**src/rtl/instruction_decode.sv**
```systemverilog
// Purpose : MIPS-style ID stage: IF/ID latch, 32x32 register file, control decode, load-use detect.
// Latency : instruction accepted into IF/ID at edge N is presented on ex_* after edge N+1.
// Backpressure: stall/flush freeze or kill IF/ID and ID/EX; hazard_stall asks fetch to hold for one cycle.
// Build option: define REGFILE_BYPASS_EN to make same-cycle writeback visible to register reads.
module instruction_decode #(
  parameter int PC_W     = 6,
  parameter int NUM_REGS = 32
) (
  input  logic            clk,
  input  logic            rst,
  input  logic [31:0]     if_instr,
  input  logic [PC_W-1:0] if_pc_plus_4,
  input  logic            if_valid,
  input  logic            stall,
  input  logic            flush,
  input  logic            wb_we,
  input  logic [4:0]      wb_addr,
  input  logic [31:0]     wb_data,
  output logic            hazard_stall,
  output logic            ex_valid,
  output logic [PC_W-1:0] ex_pc_plus_4,
  output logic [31:0]     ex_rs_data,
  output logic [31:0]     ex_rt_data,
  output logic [31:0]     ex_imm,
  output logic [4:0]      ex_rs,
  output logic [4:0]      ex_rt,
  output logic [4:0]      ex_rd,
  output logic [3:0]      ex_alu_op,
  output logic            ex_alu_src,
  output logic            ex_mem_read,
  output logic            ex_mem_write,
  output logic            ex_reg_write,
  output logic            ex_mem_to_reg,
  output logic            ex_branch,
  output logic [PC_W-1:0] ex_branch_target
);

  localparam logic [5:0] OP_RTYPE = 6'b000000;
  localparam logic [5:0] OP_LW    = 6'b100011;
  localparam logic [5:0] OP_SW    = 6'b101011;
  localparam logic [5:0] OP_ADDI  = 6'b001000;
  localparam logic [5:0] OP_BEQ   = 6'b000100;

  localparam logic [5:0] FN_ADD = 6'b100000;
  localparam logic [5:0] FN_SUB = 6'b100010;
  localparam logic [5:0] FN_AND = 6'b100100;
  localparam logic [5:0] FN_OR  = 6'b100101;
  localparam logic [5:0] FN_SLT = 6'b101010;

  localparam logic [3:0] ALU_AND = 4'b0000;
  localparam logic [3:0] ALU_OR  = 4'b0001;
  localparam logic [3:0] ALU_ADD = 4'b0010;
  localparam logic [3:0] ALU_SUB = 4'b0110;
  localparam logic [3:0] ALU_SLT = 4'b0111;

  // Everything the EX stage sees, kept together so bubbles are a single '0.
  typedef struct packed {
    logic            valid;
    logic [PC_W-1:0] pc4;
    logic [31:0]     rs_data;
    logic [31:0]     rt_data;
    logic [31:0]     imm;
    logic [4:0]      rs;
    logic [4:0]      rt;
    logic [4:0]      rd;
    logic [3:0]      alu_op;
    logic            alu_src;
    logic            mem_read;
    logic            mem_write;
    logic            reg_write;
    logic            mem_to_reg;
    logic            branch;
    logic [PC_W-1:0] target;
  } idex_t;

  logic            ifid_valid;
  logic [31:0]     ifid_instr;
  logic [PC_W-1:0] ifid_pc4;

  logic [31:0] regs [NUM_REGS];

  idex_t idex_q;
  idex_t dec;

  logic [5:0]  id_op;
  logic [5:0]  id_funct;
  logic [4:0]  id_rs;
  logic [4:0]  id_rt;
  logic [4:0]  id_rd;
  logic [31:0] id_imm;
  logic [31:0] rd_rs_data;
  logic [31:0] rd_rt_data;
  logic        uses_rt;
  logic        load_use;

  assign id_op    = ifid_instr[31:26];
  assign id_rs    = ifid_instr[25:21];
  assign id_rt    = ifid_instr[20:16];
  assign id_rd    = ifid_instr[15:11];
  assign id_funct = ifid_instr[5:0];
  assign id_imm   = {{16{ifid_instr[15]}}, ifid_instr[15:0]};

  // Register file write port; r0 is hardwired so writes to it are dropped.
  always_ff @(posedge clk) begin
    if (rst) begin
      for (int i = 0; i < NUM_REGS; i++) regs[i] <= '0;
    end else if (wb_we && (wb_addr != 5'd0)) begin
      regs[wb_addr] <= wb_data;
    end
  end

  // Register file read ports, with optional write-through of the current writeback.
  always_comb begin
    rd_rs_data = regs[id_rs];
    rd_rt_data = regs[id_rt];
`ifdef REGFILE_BYPASS_EN
    if (wb_we && (wb_addr != 5'd0) && (wb_addr == id_rs)) rd_rs_data = wb_data;
    if (wb_we && (wb_addr != 5'd0) && (wb_addr == id_rt)) rd_rt_data = wb_data;
`endif
    if (id_rs == 5'd0) rd_rs_data = '0;
    if (id_rt == 5'd0) rd_rt_data = '0;
  end

  // Control decode of the IF/ID instruction; unknown encodings keep all controls low.
  always_comb begin
    dec         = '0;
    dec.valid   = 1'b1;
    dec.pc4     = ifid_pc4;
    dec.rs_data = rd_rs_data;
    dec.rt_data = rd_rt_data;
    dec.imm     = id_imm;
    dec.rs      = id_rs;
    dec.rt      = id_rt;
    dec.rd      = (id_op == OP_RTYPE) ? id_rd : id_rt;
    // Branch offset is word-scaled; only the low PC_W bits of the sum survive.
    dec.target  = ifid_pc4 + {id_imm[PC_W-3:0], 2'b00};
    unique case (id_op)
      OP_RTYPE: begin
        unique case (id_funct)
          FN_ADD:  begin dec.alu_op = ALU_ADD; dec.reg_write = 1'b1; end
          FN_SUB:  begin dec.alu_op = ALU_SUB; dec.reg_write = 1'b1; end
          FN_AND:  begin dec.alu_op = ALU_AND; dec.reg_write = 1'b1; end
          FN_OR:   begin dec.alu_op = ALU_OR;  dec.reg_write = 1'b1; end
          FN_SLT:  begin dec.alu_op = ALU_SLT; dec.reg_write = 1'b1; end
          default: ;
        endcase
      end
      OP_LW: begin
        dec.alu_op     = ALU_ADD;
        dec.alu_src    = 1'b1;
        dec.mem_read   = 1'b1;
        dec.mem_to_reg = 1'b1;
        dec.reg_write  = 1'b1;
      end
      OP_SW: begin
        dec.alu_op    = ALU_ADD;
        dec.alu_src   = 1'b1;
        dec.mem_write = 1'b1;
      end
      OP_ADDI: begin
        dec.alu_op    = ALU_ADD;
        dec.alu_src   = 1'b1;
        dec.reg_write = 1'b1;
      end
      OP_BEQ: begin
        dec.alu_op = ALU_SUB;
        dec.branch = 1'b1;
      end
      default: ;
    endcase
  end

  // Load-use detect: only R-type, sw and beq actually consume rt as a source.
  always_comb begin
    uses_rt  = (id_op == OP_RTYPE) || (id_op == OP_SW) || (id_op == OP_BEQ);
    load_use = ifid_valid && idex_q.valid && idex_q.mem_read && (idex_q.rd != 5'd0) &&
               ((idex_q.rd == id_rs) || (uses_rt && (idex_q.rd == id_rt)));
  end

  // Fetch only needs to hold when this stage would otherwise advance.
  assign hazard_stall = load_use && !flush && !stall;

  // IF/ID register: killed by flush, frozen by stall or a load-use hazard.
  always_ff @(posedge clk) begin
    if (rst) begin
      ifid_valid <= 1'b0;
      ifid_instr <= '0;
      ifid_pc4   <= '0;
    end else if (flush) begin
      ifid_valid <= 1'b0;
    end else if (stall || load_use) begin
      ifid_valid <= ifid_valid;
    end else begin
      ifid_valid <= if_valid;
      ifid_instr <= if_instr;
      ifid_pc4   <= if_pc_plus_4;
    end
  end

  // ID/EX register: bubble on flush, hazard or empty IF/ID; frozen by stall.
  always_ff @(posedge clk) begin
    if (rst || flush) begin
      idex_q <= '0;
    end else if (stall) begin
      idex_q <= idex_q;
    end else if (load_use || !ifid_valid) begin
      idex_q <= '0;
    end else begin
      idex_q <= dec;
    end
  end

  assign ex_valid         = idex_q.valid;
  assign ex_pc_plus_4     = idex_q.pc4;
  assign ex_rs_data       = idex_q.rs_data;
  assign ex_rt_data       = idex_q.rt_data;
  assign ex_imm           = idex_q.imm;
  assign ex_rs            = idex_q.rs;
  assign ex_rt            = idex_q.rt;
  assign ex_rd            = idex_q.rd;
  assign ex_alu_op        = idex_q.alu_op;
  assign ex_alu_src       = idex_q.alu_src;
  assign ex_mem_read      = idex_q.mem_read;
  assign ex_mem_write     = idex_q.mem_write;
  assign ex_reg_write     = idex_q.reg_write;
  assign ex_mem_to_reg    = idex_q.mem_to_reg;
  assign ex_branch        = idex_q.branch;
  assign ex_branch_target = idex_q.target;

endmodule
```
**config.mk**
```make
export PLATFORM = sky130hd
export DESIGN_NAME = instruction_decode
export DESIGN_NICKNAME = d
export VERILOG_FILES = /design/src/rtl/instruction_decode.sv
export SDC_FILE = /design/constraint.sdc
export NUM_CORES = 2
export LEC_CHECK = 0
export CORE_MARGIN = 10
export CORE_UTILIZATION = 45
export CTS_CLUSTER_DIAMETER = 40
export DETAILED_ROUTE_END_ITERATION = 10
export GPL_TIMING_DRIVEN = 1
export PLACE_DENSITY = 0.68
export SLEW_MARGIN = 20
export SYNTH_ARGS = -nofsm -noshare
export SYNTH_HDL_FRONTEND = slang
export SYNTH_SLANG_ARGS = --single-unit
```
**constraint.sdc**
```tcl
create_clock -name clk -period 2.8 [get_ports clk]
set_input_delay 0.56 -clock clk [delete_from_list [all_inputs] [get_ports clk]]
set_output_delay 0.56 -clock clk [all_outputs]
set_load 0.03 [all_outputs]
```
== Word-level counts from Yosys, hierarchy flattened ==
Memories as Yosys holds them, arrays and structs flattened. A register that Yosys moved wholly into a read port is not among the register bits.
Cells that the tools add are included.
Word-level totals
  bits of input ports: 81
  bits in read-only memories: 0
  output and inout port bits: 135
  bits in registers: 173
  memories kept: 1
  latch bits: 0
  memory bits (writable): 1024
Memories
  regs: depth 32, bits a word 32, read ports 2, clocked after Yosys merged registers in 2, write ports 32, line 80  | logic [31:0] regs [NUM_REGS];
Operators by class
  equality and inequality tests: 11
  div/mod/pow operators: 0
  reductions and logical operators: 28
  $mul: 0
  magnitude comparators: 0
  muxes and demuxes: 24
  add/subtract/negate cells: 1
  shifts and indexed selects: 0
  bitwise operators: 2
Operator list (count)
  two-way mux 134 bit: 1
  two-way mux 32 bit: 3
  equality test 6 bit (second input constant): 7
  OR reduction 32 bit: 1
  two-way mux 5 bit: 6
  case mux 3 bit (4 select lines): 1
  case mux 4 bit (3 select lines): 1
  two-way mux 1 bit: 11
  equality test 5 bit: 2
  logical NOT 5 bit: 2
  nonzero test 5 bit: 2
  logical AND 1 bit: 8
  adder 6 bit: 1
  equality test 6 x 3 -> 1 bit (second input constant): 1
  equality test 6 x 4 -> 1 bit (second input constant): 1
  logical NOT 6 bit: 1
  logical OR 1 bit: 6
  OR reduction 5 bit: 1
  OR reduction 2 bit: 2
  logical NOT 1 bit: 3
  OR reduction 3 bit: 1
  NOT 1 bit: 2
  case mux 1 bit (2 select lines): 1
  AND reduction 2 bit: 1

== Longest topological paths before layout ==
  word-level depth: 11
  mapped depth: 10
  depth with buffers taken out: 6

== Worst setup path before layout ==
No wires, ideal clock.
  kind: flip-flop to output port
  from: reg idex_q (netlist bit ex_rd[0])
  to: out hazard_stall
  slack: 0.068 ns
  stages on the path, launching flop included: 6
  arrival: 2.172 ns
  required time: 2.240 ns
  cells stage by stage: dfxtp_1 -> or4_1 -> o2111ai_1 -> nor4_1 -> nor2_1 -> nor3_1
On the way
  word-level cells in the longest chain between the ends: 6
  elaborated cells on any way between the ends: 9
  classes of those cells: eq/ne: 2; reduce/logical: 7
RTL lines
  start, declared: line 82  | idex_t idex_q;
  start signal, assigned: line 205  | idex_q <= idex_q;
  equality test 5 bit: line 177  | ((idex_q.rd == id_rs) || (uses_rt && (idex_q.rd == id_rt)));
  logical AND 1 bit: line 177
  logical OR 1 bit: line 177
  logical AND 1 bit (*): line 176  | load_use = ifid_valid && idex_q.valid && idex_q.mem_read && (idex_q.rd != 5'd0) &&
  logical AND 1 bit (*) (2 in a row): line 181  | assign hazard_stall = load_use && !flush && !stall;
  end, declared: line 19  | output logic hazard_stall,
Mark *: on every way between the ends. The rest lies on a longest branch, timed or not.

== Worst setup path in the final report ==
Ends and elaborated chain as after synthesis.

==> Implementation_results.wiki <==
{| class="wikitable"
! Metric !! Value
|-
| Run status || complete, but fails checks
|-
| Failing checks || negative setup slack
|-
| Slew of the pin with the lowest slew margin || 1.05 ns
|-
| DRC violations left || 0
|-
| Longest Clk Path Bufs || 3
|-
| Post-synthesis area per instance || 13.4 sq um
|-
| Post-route insts no fill || ~6800
|-
| Crit end category || primary output
|-
| Die area || between 150000 and 200000 sq um
|-
| Via density per instance || roughly 6.4
|-
| Summed negative setup slack over all endpoints || -0.161 ns
|-
| Die Y-Extent || between 300 and 400 um
|-
| Number of unique standard cell types used by synthesis || slightly above 50
|-
| Final-layout fill cell count || between 10000 and 15000
|-
| Hold Path Class || input pin to flip-flop
|-
| H-Tree Level Count || 4
|-
| Count of endpoints failing setup in the final report || 1
|-
| Row count || approximately 130
|-
| Antenna violations before repair || 29
|-
| Worst-skew pair later-pin latency || a little over 0.8 ns
|-
| Max Clk Rate || ~0.34 GHz
|-
| R2R cell count || 9
|-
| Ratio of final minimum period to clock period || 106%
|-
| Largest voltage drop on the vdd net || roughly 0.0006 V
|-
| Post-synth ARST share || 0%
|-
| Maximum capacitance violations || 0
|-
| Vias in the first global route || roughly 43000
|-
| Most frequently used flop master after synthesis || sky130_fd_sc_hd__edfxtp_1
|-
| Ports placed on the boundary || about 220
|-
| Root buffer cell || sky130_fd_sc_hd__clkbuf_16
|-
| Power per Cell Area || ~640 nW/um^2
|-
| Total count of max-transition violations in the final report || 0
|-
| TritonCTS Buffers || 169
|-
| Estimated wirelength of the detail-placed design || ~150 mm
|-
| Die X-Extent || roughly 390 um
|-
| Combined area of all synthesized cells || 60700 sq um
|-
| Standby leakage power || between 20 and 30 nW
|-
| Gpl congestion || slightly above 0.9
|-
| Final period demand of the worst path || around 3.0 ns
|-
| Required time at the worst-slack endpoint || ~2.2 ns
|-
| Total routed wirelength || 218 mm
|-
| WL per Instance || roughly 32 um
|-
| Global-route wire length before repair || about 310 mm
|-
| Number of buffers inserted by port buffering || between 200 and 250
|-
| Biggest fanout along the worst timing path || 2
|-
| Final net count || 4949
|-
| Worst reg-to-reg setup slack || roughly 0.07 ns
|-
| Data arrival time of the critical path || roughly 2.4 ns
|-
| RSZ-0062 raised after global routing || true
|-
| Max-slew headroom || roughly 30%
|-
| Post-synthesis register bit count || around 1200
|-
| Kind of start point of the critical path || flip-flop
|-
| Critical Path Start || ex_rd[0]$_SDFFE_PP0N_
|-
| Count of endpoints failing hold in the final timing report || 0
|-
| CTS sink count || 1187
|-
| Share of final-layout standard cells stronger than drive strength 1 || 23.1%
|-
| Number of routed nets with antenna violations || 0
|-
| CTS clock-pin slew for the worst setup and hold paths || approximately 0.060 ns
|-
| Cells after DPL || around 6500
|-
| Pin count of the biggest net entering global routing || between 70 and 80
|-
| Starting density of the core || between 40% and 50%
|-
| Cell count after synthesis || around 4500
|-
| Hold-fix buffer count after cts || 0
|-
| Worst setup margin || -0.161 ns
|-
| Global routing usage summed across all routing layers || ~28%
|-
| FF-to-FF Start || ex_rd[0]$_SDFFE_PP0N_
|-
| Part of the Yosys area used for sequential elements || about 56%
|-
| Number of synthesized flops with an enable pin || between 1000 and 1500
|-
| Setup crit end || hazard_stall
|-
| Number of violations reported at the end of detailed-routing iteration 0 || roughly 6000
|-
| Yosys synthesis warning count || 0
|-
| Via count || 43300
|-
| Layout Area Growth over Synthesis || 21.9%
|-
| First-pass iteration count of the detailed router || 6
|-
| Total grt overflow || 0
|-
| WS Path Type || flip-flop to primary output
|-
| Worst setup skew after layout || between 0.05 and 0.06 ns
|-
| Clock tree from TritonCTS || done
|-
| Core area || 134000 sq um
|}
## sequential cells by signal (all words and copies together) (netlist names), named ones only
name	flops
ex_rd	5
ex_branch_target	4
ex_reg_write	1
ex_mem_read	1
ex_pc_plus_4	6
ex_alu_op	3
regs	1024
ifid_valid	1
ex_rs_data	32
ex_rt	5
ex_alu_src	1
ex_rs	5
ex_valid	1
ifid_instr	32
ex_branch	1
ex_rt_data	32
ex_imm	16
ex_mem_write	1
ifid_pc4	6
## critical path, cell delays in order, from the launching register on
cell and delay (ns):
sky130_fd_sc_hd__dfxtp_2 0.33, sky130_fd_sc_hd__or4_4 0.54, sky130_fd_sc_hd__o2111ai_2 0.19, sky130_fd_sc_hd__and4b_4 0.24, sky130_fd_sc_hd__nor2_4 0.10, sky130_fd_sc_hd__nor3_4 0.05, sky130_fd_sc_hd__buf_6 0.14
## worst min path at each step
stage / start / to / slack (ns) / cells past startpoint
final: rst / ex_valid$_SDFFE_PP0N_ / 0.14 / 3
after global routing: rst / ex_valid$_SDFFE_PP0N_ / 0.15 / 3
after CTS: rst / ex_valid$_SDFFE_PP0N_ / 0.10 / 3
after detailed placement: ex_rt_data[13]$_SDFFE_PP0N_ / ex_rt_data[13]$_SDFFE_PP0N_ / 0.45 / 2
after global placement: ex_rt_data[13]$_SDFFE_PP0N_ / ex_rt_data[13]$_SDFFE_PP0N_ / 0.44 / 2
after floorplan: ifid_pc4[0]$_SDFFE_PP0P_ / ex_pc_plus_4[0]$_SDFFE_PP0N_ / 0.45 / 1
## cell type report
class                           instances  area (sq um)  area share (%)
Multi-Input combinational cell       2898         25200            34.0
Tap cell                             1768          2210            2.99
Sequential cell                      1187         34100            46.0
Inverter                                4          20.0          0.0270
Clock inverter                        126          1530            2.07
Antenna cell                            5          12.5          0.0169
Timing Repair Buffer                  604          6600            8.91
Clock buffer                          190          4430            5.99
## cell families after synthesis
group | count (synthesis) | synth area share [%]
other | 1 | 0.00617
AND/OR/NAND/NOR | 1545 | 14.7
multiplexers | 719 | 19.3
adder cells (fa/ha/maj) | 4 | 0.0948
buffers and inverters | 484 | 3.26
AO/OA/AOI/OAI | 584 | 6.39
flip-flops | 1187 | 56.0
XOR/XNOR | 13 | 0.187
## cell usage after synthesis (all sizes together) (2+ instances only)
master	instances	share of area, %
nor2b	7	0.072
nor2	209	1.3
mux4	363	13
ha	3	0.062
o31ai	9	0.11
a21oi	67	0.55
o211ai	57	0.70
a221oi	64	0.92
nor4	2	0.021
or4	5	0.062
o22ai	15	0.15
inv	4	0.025
a22o	42	0.61
nand3b	60	0.74
clkbuf	370	2.3
xor2	9	0.13
edfxtp	1024	51
nand4	58	0.60
a31oi	2	0.021
or2	31	0.32
nand4b	2	0.029
mux2i	351	5.8
a21o	2	0.025
xnor2	4	0.058
o21a	57	0.70
a22oi	64	0.79
nand3	4	0.033
nand2	82	0.51
nor3	78	0.65
a221o	7	0.12
mux2	5	0.093
or3b	2	0.029
or3	2	0.021
and2	995	10
o21ai	191	1.6
a32o	4	0.066
nand2b	5	0.052
a21boi	2	0.025
dfxtp	163	5.4
buf	110	0.95
## power breakdown
part / leakage [nW] / total (mW) / internal [mW] / switching [mW]
logic: 11.5 / 4.71 / 2.02 / 2.69
registers: 11.1 / 20.6 / 20.1 / 0.557
clock network: 2.86 / 22.3 / 13.4 / 8.87
total: 25.4 / 47.6 / 35.5 / 12.1
## layout by cell type, fill, tap and decap left out, drive strengths merged, types with 58 or more instances in the layout
master,n
edfxtp,1024
and2,995
buf,392
mux4,363
mux2i,351
nor2,209
clkdlybuf4s50,208
o21ai,191
clkbuf,190
dfxtp,163
nand2,82
nor3,78
a21oi,67
a22oi,64
a221oi,64
nand3b,60
clkinv,60
nand4,58
## routing by layer
| layer | share of wire, % | vias to the layer above | GRT usage [%] |
|---|---|---|---|
| met1 | 37 | 21800 | 36.3 |
| met5 | 0.050 | - | 0 |
| li1 | - | 17700 | - |
| met3 | 12 | 604 | 6.93 |
| met2 | 46 | 3130 | 44.8 |
| met4 | 5.2 | 14 | 13.1 |
## per-stage QoR
| step | setup slack (ns) | power, mW | cell area, sq um | hold slack [ns] | utilization, % |
|---|---|---|---|---|---|
| final | -0.161 | 47.6 | 74000 | 0.135 | 55.3 |
| after CTS | -0.254 | 47.6 | 74000 | 0.103 | 55.3 |
| after global routing | -0.228 | 48.8 | 74000 | 0.146 | 55.3 |
| after global placement | 0.0126 | 25.4 | 67900 | 0.444 | 50.8 |
| after floorplan | 0.0676 | 23.4 | 60900 | 0.449 | - |
| after detailed placement | 0.0115 | 25.5 | 67900 | 0.449 | 50.8 |
## what timing repair did
action                     CTS  global route
pin swaps                    5             6
gates resized for setup     20            11
buffers inserted             5             1
setup endpoints to repair   20            16
No activity file was read; power rests on OpenSTA's default activity.
